$ cat config.mk
export PLATFORM = sky130hd
export DESIGN_NAME = cla_pipe_addsub_flat
export DESIGN_NICKNAME = d
export VERILOG_FILES = /design/src/rtl/cla_pipe_addsub_if.sv /design/src/rtl/cla_pipe_addsub.sv /design/src/flat_wrapper.sv
export SDC_FILE = /design/constraint.sdc
export NUM_CORES = 1
export LEC_CHECK = 0
export ABC_AREA = 1
export CAP_MARGIN = 10
export CORE_UTILIZATION = 53
export CTS_BUF_LIST = sky130_fd_sc_hd__clkbuf_2
export DETAILED_ROUTE_END_ITERATION = 8
export HOLD_SLACK_MARGIN = 0.1
export PLACE_DENSITY = 0.93
export SYNTH_ARGS = -nofsm -noshare
export SYNTH_HDL_FRONTEND = slang
export SYNTH_SLANG_ARGS = --single-unit
$ cat constraint.sdc
create_clock -name clk -period 2.5 [get_ports clk]
set_clock_uncertainty 0.1 [all_clocks]
set_input_delay 0.25 -clock clk [delete_from_list [all_inputs] [get_ports clk]]
set_output_delay 0.25 -clock clk [all_outputs]
set_load 0.05 [all_outputs]
$ cat src/rtl/cla_pipe_addsub_if.sv
// Operand/result handshake bundle for cla_pipe_addsub.
// The zero/neg flag wires exist only when CLA_PIPE_FLAGS_EN is defined.
interface cla_pipe_addsub_if #(
    parameter int N = 32
);
    logic         in_valid;
    logic         in_ready;
    logic [N-1:0] in1;
    logic [N-1:0] in2;
    logic         cin;
    logic         sub;
    logic         out_valid;
    logic         out_ready;
    logic [N-1:0] sum;
    logic         cout;
    logic         of;
`ifdef CLA_PIPE_FLAGS_EN
    logic         zero;
    logic         neg;
`endif

    modport master (
        output in_valid, in1, in2, cin, sub, out_ready,
`ifdef CLA_PIPE_FLAGS_EN
        input  zero, neg,
`endif
        input  in_ready, out_valid, sum, cout, of
    );

    modport slave (
        input  in_valid, in1, in2, cin, sub, out_ready,
`ifdef CLA_PIPE_FLAGS_EN
        output zero, neg,
`endif
        output in_ready, out_valid, sum, cout, of
    );
endinterface

$ cat src/rtl/cla_pipe_addsub.sv
// Elastic pipelined carry-lookahead adder/subtractor built from 4-bit CLA slices.
// Define CLA_PIPE_FLAGS_EN to add registered zero/neg result flags.
module cla_pipe_addsub #(
    parameter int N      = 32,
    parameter int STAGES = 2
) (
    input  logic            clk,
    input  logic            rst_n,
    cla_pipe_addsub_if.slave bus
);
    localparam int W      = N / STAGES;
    localparam int SLICES = W / 4;

    function automatic logic [4:0] cla4(input logic [3:0] a, input logic [3:0] b, input logic ci);
        logic [3:0] g;
        logic [3:0] p;
        logic [4:0] c;
        g    = a & b;
        p    = a ^ b;
        c[0] = ci;
        c[1] = g[0] | (p[0] & ci);
        c[2] = g[1] | (p[1] & g[0]) | (p[1] & p[0] & ci);
        c[3] = g[2] | (p[2] & g[1]) | (p[2] & p[1] & g[0]) | (p[2] & p[1] & p[0] & ci);
        c[4] = g[3] | (p[3] & g[2]) | (p[3] & p[2] & g[1]) | (p[3] & p[2] & p[1] & g[0])
             | (p[3] & p[2] & p[1] & p[0] & ci);
        return {c[4], p ^ c[3:0]};
    endfunction

    for (genvar k = 0; k < STAGES; k++) begin : g_stage
        localparam int LO = k * W;

        logic [N-1:LO]    a_src;
        logic [N-1:LO]    b_src;
        logic             c_src;
        logic             v_src;
        logic [W-1:0]     s_slice;
        logic             c_slice;
        logic [LO+W-1:0]  r_nxt;
        logic             adv;
        logic             v_q;
        logic [LO+W-1:0]  r_q;
        logic             c_q;

        // Stage 0 folds the subtract into the operand and carry; later stages take the skewed beat.
        if (k == 0) begin : g_src
            assign a_src = bus.in1;
            assign b_src = bus.sub ? ~bus.in2 : bus.in2;
            assign c_src = bus.sub | bus.cin;
            assign v_src = bus.in_valid;
            assign r_nxt = s_slice;
        end else begin : g_src
            assign a_src = g_stage[k-1].g_skew.a_q;
            assign b_src = g_stage[k-1].g_skew.b_q;
            assign c_src = g_stage[k-1].c_q;
            assign v_src = g_stage[k-1].v_q;
            assign r_nxt = {s_slice, g_stage[k-1].r_q};
        end

        if (k == STAGES - 1) begin : g_adv
            assign adv = ~v_q | bus.out_ready;
        end else begin : g_adv
            assign adv = ~v_q | g_stage[k+1].adv;
        end

        always_comb begin
            logic [4:0] part;
            part    = '0;
            s_slice = '0;
            c_slice = c_src;
            for (int j = 0; j < SLICES; j++) begin
                part               = cla4(a_src[LO + 4*j +: 4], b_src[LO + 4*j +: 4], c_slice);
                s_slice[4*j +: 4]  = part[3:0];
                c_slice            = part[4];
            end
        end

        always_ff @(posedge clk or negedge rst_n) begin
            if (!rst_n) begin
                v_q <= 1'b0;
                r_q <= '0;
                c_q <= 1'b0;
            end else if (adv) begin
                v_q <= v_src;
                if (v_src) begin
                    r_q <= r_nxt;
                    c_q <= c_slice;
                end
            end
        end

        // Operand bits still to be added ride along with the beat.
        if (k < STAGES - 1) begin : g_skew
            logic [N-1:LO+W] a_q;
            logic [N-1:LO+W] b_q;

            always_ff @(posedge clk or negedge rst_n) begin
                if (!rst_n) begin
                    a_q <= '0;
                    b_q <= '0;
                end else if (adv && v_src) begin
                    a_q <= a_src[N-1:LO+W];
                    b_q <= b_src[N-1:LO+W];
                end
            end
        end

        if (k == STAGES - 1) begin : g_out
            logic of_q;
`ifdef CLA_PIPE_FLAGS_EN
            logic zero_q;
            logic neg_q;
`endif

            always_ff @(posedge clk or negedge rst_n) begin
                if (!rst_n) begin
                    of_q <= 1'b0;
`ifdef CLA_PIPE_FLAGS_EN
                    zero_q <= 1'b0;
                    neg_q  <= 1'b0;
`endif
                end else if (adv && v_src) begin
                    of_q <= (a_src[N-1] == b_src[N-1]) & (r_nxt[N-1] != a_src[N-1]);
`ifdef CLA_PIPE_FLAGS_EN
                    zero_q <= (r_nxt == '0);
                    neg_q  <= r_nxt[N-1];
`endif
                end
            end

            assign bus.out_valid = v_q;
            assign bus.sum       = r_q;
            assign bus.cout      = c_q;
            assign bus.of        = of_q;
`ifdef CLA_PIPE_FLAGS_EN
            assign bus.zero      = zero_q;
            assign bus.neg       = neg_q;
`endif
        end
    end

    assign bus.in_ready = g_stage[0].adv;

endmodule

$ cat src/flat_wrapper.sv
// flat-port wrapper written by rule: the top's interface ports become plain ports
module cla_pipe_addsub_flat 
#(
    parameter int N      = 32,
    parameter int STAGES = 2
)
  (clk, rst_n, bus_in_valid, bus_in1, bus_in2, bus_cin, bus_sub, bus_out_ready, bus_in_ready, bus_out_valid, bus_sum, bus_cout, bus_of);
  cla_pipe_addsub_if #(.N(N)) bus_i ();
  input  logic clk;
  input  logic rst_n;
  input wire logic [$bits(bus_i.in_valid)-1:0] bus_in_valid;
  input wire logic [$bits(bus_i.in1)-1:0] bus_in1;
  input wire logic [$bits(bus_i.in2)-1:0] bus_in2;
  input wire logic [$bits(bus_i.cin)-1:0] bus_cin;
  input wire logic [$bits(bus_i.sub)-1:0] bus_sub;
  input wire logic [$bits(bus_i.out_ready)-1:0] bus_out_ready;
  output wire logic [$bits(bus_i.in_ready)-1:0] bus_in_ready;
  output wire logic [$bits(bus_i.out_valid)-1:0] bus_out_valid;
  output wire logic [$bits(bus_i.sum)-1:0] bus_sum;
  output wire logic [$bits(bus_i.cout)-1:0] bus_cout;
  output wire logic [$bits(bus_i.of)-1:0] bus_of;
  assign bus_i.in_valid = bus_in_valid;
  assign bus_i.in1 = bus_in1;
  assign bus_i.in2 = bus_in2;
  assign bus_i.cin = bus_cin;
  assign bus_i.sub = bus_sub;
  assign bus_i.out_ready = bus_out_ready;
  assign bus_in_ready = bus_i.in_ready;
  assign bus_out_valid = bus_i.out_valid;
  assign bus_sum = bus_i.sum;
  assign bus_cout = bus_i.cout;
  assign bus_of = bus_i.of;
  cla_pipe_addsub #(.N(N), .STAGES(STAGES)) u_core (.clk(clk), .rst_n(rst_n), .bus(bus_i));
endmodule
==> impl_metrics.py <==
metrics = {
    "global_route": {
        "grt_overflow_total": 0,
        "track_usage": 0.261,
        "antenna_found_initial": 0,
        "grt_pass1_wl_um": 19900,
        "grt_max_degree": 52,
        "first_global_vias": 4447,
    },
    "worst_hold_path": {
        "min_path_type": "in2reg",
    },
    "synthesis": {
        "ys_types": 32,
        "yosys.area_share.simple": 0.235,
        "yosys_register_bits": 85,
        "synth.area.mux_share": 0,
        "ys_async_sr_fraction": 1.00,
        "avgSynthCellArea_um2": 8.43,
        "synth_flop_cell": "dfrtp_1",
        "synthTopCellsByArea": "dfrtp_1 (44%), nand2_1 (15%), ha_1 (8.2%)",
        "yosys_warnings": 0,
        "synth_xor_area_frac": 0.0810,
        "yosysTopAreaCellShare": 0.437,
        "synth_top_family_by_area": "simple AND/OR/NAND/NOR gates",
        "syn_area_um2": 4870,
        "synth_top_cell_by_area": "dfrtp_1",
        "netlist_instances": 577,
        "ys_seq_area_frac": 0.437,
        "synth-edff-count": 0,
        "synthAdderAreaFrac": 0.115,
        "synth-compound-area-share": 0.0759,
        "synth_nets": 687,
    },
    "place": {
        "dp_hpwl_um": 8770,
        "io_buffers": 105,
        "routabilityCongestion": 0.861,
        "postPlaceCellArea_um2": 6160,
    },
    "setup_path": {
        "required_ns": 2.85,
        "worstPathMaxFanout": 4,
        "cp_slowest_stage_delay_ns": 0.47,
        "cp_cell_sequence": "ha_4 > nand2_1 > nor2_1 > nor2_2 > nand3_2 > nand2_2 > nand2_4 > nand2_2 > nand2_4 > fa_1 > xnor2_1 > o21ai_0",
        "crit_path_end_kind": "flop",
        "crit_arrival_ns": 2.68,
        "cpMaxStageDelayCell": "dfrtp_1",
        "crit_type": "reg2reg",
        "start_kind": "flop",
    },
    "floorplan": {
        "coreArea_um2": 8810,
        "die_w_um": 97.8,
        "rows": 34,
        "die_h_um": 97.8,
        "die-area_um2": 9570,
        "pin_count": 106,
        "start_util": 0.553,
    },
    "clock_network": {
        "htreeDepth": 3,
        "cts_root_buf": "clkbuf_2",
        "clockBufferDepth": 2,
        "tritoncts": "built",
        "post_cts_buffers": 0,
        "path_clk_slew_ns": 0.24,
        "clock_latency_ns": 0.53,
        "cts_sinks": 85,
        "cts_made_buffers": 9,
    },
    "pwr": {
        "p_leak_nw": 3.22,
        "irDropWorstVdd_uv": 370,
        "powerDensity_nw_per_um2": 899,
    },
    "sta": {
        "max_freq_mhz": 429,
        "fin_crit_ns": 2.33,
        "slew_violations": 0,
        "slew-limit-headroom": 0.638,
        "setup_viol": 0,
        "tns_ns": 0,
        "fin_crit_sh": 0.932,
        "hold_violations": 0,
        "worst_pin_slew_ns": 0.542,
        "rsz0062_at_grt": "false",
    },
    "layout": {
        "nets": 813,
        "drive_gt1_frac": 0.0918,
        "fin_area_um2": 6420,
        "diodes": 0,
        "syn_to_final_growth_pct": 32.0,
        "nFillCells": 641,
    },
    "drt": {
        "routed_wl_um": 11700,
        "drt-pass1-iter-count": 9,
        "drc_errors": 14,
        "viasPerCell": 5.22,
        "dr.first_iter.drc_count": 211,
        "num_vias": 4263,
        "drt.antenna.violating_nets": 0,
        "wl_per_cell_um": 14.3,
    },
    "run_status": {
        "violations": "DRC",
        "status": "finished with violations",
    },
    "job": {
        "max-cap-violations": 0,
    },
}
-- area by class of cell --
| class | count | area [µm²] | share of cell area |
|---|---|---|---|
| Clock buffer | 10 | 50.0 | 0.00779 |
| Clock inverter | 6 | 85.1 | 0.0132 |
| Inverter | 49 | 184 | 0.0286 |
| Multi-Input combinational cell | 423 | 2500 | 0.390 |
| Sequential cell | 85 | 2130 | 0.331 |
| Tap cell | 108 | 135 | 0.0210 |
| Timing Repair Buffer | 135 | 1340 | 0.208 |
-- power by group --
| part | switching, mW | internal [mW] |
|---|---|---|
| Sequential | 0.259 | 1.78 |
| Combinational | 1.85 | 1.08 |
| Clock | 0.473 | 0.334 |
-- cells by family (layout without fill, tap and decap cells) --
| logic type | count (synthesis) | after routing |
|---|---|---|
| AOI/OAI and AO/OA | 68 | 68 |
| xor gates and xnor gates | 45 | 45 |
| adders and majority gates | 40 | 40 |
| buffers and inverters | 69 | 200 |
| DFF | 85 | 85 |
| and+or+nand+nor | 270 | 270 |
-- per-stage QoR --
step	power [mW]	setup slack, ns	hold slack, ns	utilization	std cells
after floorplan	3.93	0.0199	-0.146	-	577
final	5.78	0.171	0.136	0.730	816
after CTS	5.77	0.0702	0.103	0.726	816
after global routing	6.14	0.0203	0.105	0.730	816
after global placement	4.82	-0.158	0.123	0.700	791
after detailed placement	4.95	-0.243	0.132	0.700	791
-- final timing paths --
check | startpoint | endpoint | slack, ns | cells past startpoint
max reg2reg | u_core.g_stage[0].g_skew.b_q[18] | u_core.bus.sum[29] | 0.17 | 12
max in group asynchronous | rst_n | u_core.g_stage[0].g_skew.a_q[21] | 1.40 | 4
min reg2reg | u_core.g_stage[0].r_q[12] | u_core.bus.sum[12] | 0.39 | 2
min in group asynchronous | rst_n | u_core.g_stage[0].g_skew.a_q[19] | 0.62 | 4
min | bus_in1[17] | u_core.g_stage[0].g_skew.a_q[17] | 0.14 | 3
max | u_core.g_stage[0].g_skew.b_q[18] | u_core.bus.sum[29] | 0.17 | 12
-- layer usage --
| layer | track usage | share of wire |
|---|---|---|
| met5 | 0 | 0 |
| met4 | 0.105 | 0.014 |
| met3 | 0.0487 | 0.052 |
| met2 | 0.472 | 0.53 |
| met1 | 0.305 | 0.41 |
-- critical path, delay by kind of cell (launching register included) --
family	cells	cell delay, ns
DFF	1	0.47
adders and majority gates	2	0.70
AOI/OAI and AO/OA	1	0.08
xor gates and xnor gates	1	0.15
and+or+nand+nor	8	0.74
-- timing repair --
action / 4_1_cts / 5_1_grt
resized for setup: 0 / 3
endpoints found under the setup margin: 0 / 1
endpoints found under the hold margin: 91 / 0
hold buffers: 9 / 0
-- cells in the final DEF (no fill, tap or decap), types with 2 or more instances in the layout --
cell,n
a21oi_2,2
o21ai_1,2
buf_4,19
nand3_1,31
dlygate4sd3_1,8
nand2_2,9
xnor2_1,24
nand4_1,4
inv_1,46
fa_1,8
dfrtp_1,85
xor2_1,20
nand2_4,4
a21oi_1,16
clkdlybuf4s50_1,103
ha_4,2
nand2_1,197
bufinv_16,2
a21o_1,2
or2_1,3
clkbuf_2,10
a31oi_1,4
buf_12,4
ha_1,29
o21ai_0,40
inv_2,3
nor2_1,16
-- flip-flops by register name (all words and copies together) (netlist names) --
signal	cells
u_core.g_stage.r_q	16
u_core.bus.sum	32
u_core.g_stage.c_q	1
u_core.g_stage.g_skew.a_q	16
u_core.bus.of	1
u_core.g_stage.g_skew.b_q	16
u_core.bus.cout	1
u_core.g_stage.v_q	1
u_core.bus.out_valid	1
-- cells in the mapped netlist, types with 3 or more instances --
library cell,number
nor2_1,16
xor2_1,20
clkbuf_1,9
inv_2,3
fa_1,8
xnor2_1,25
ha_1,32
nand4_1,4
a31oi_1,4
buf_2,7
buf_1,3
or2_1,3
nand2_2,8
dfrtp_1,85
nand3_1,31
o21ai_0,40
a21oi_1,16
nand2_1,198
nand2_4,4
inv_1,46
Note: power is estimated with default switching activity, not from simulation.
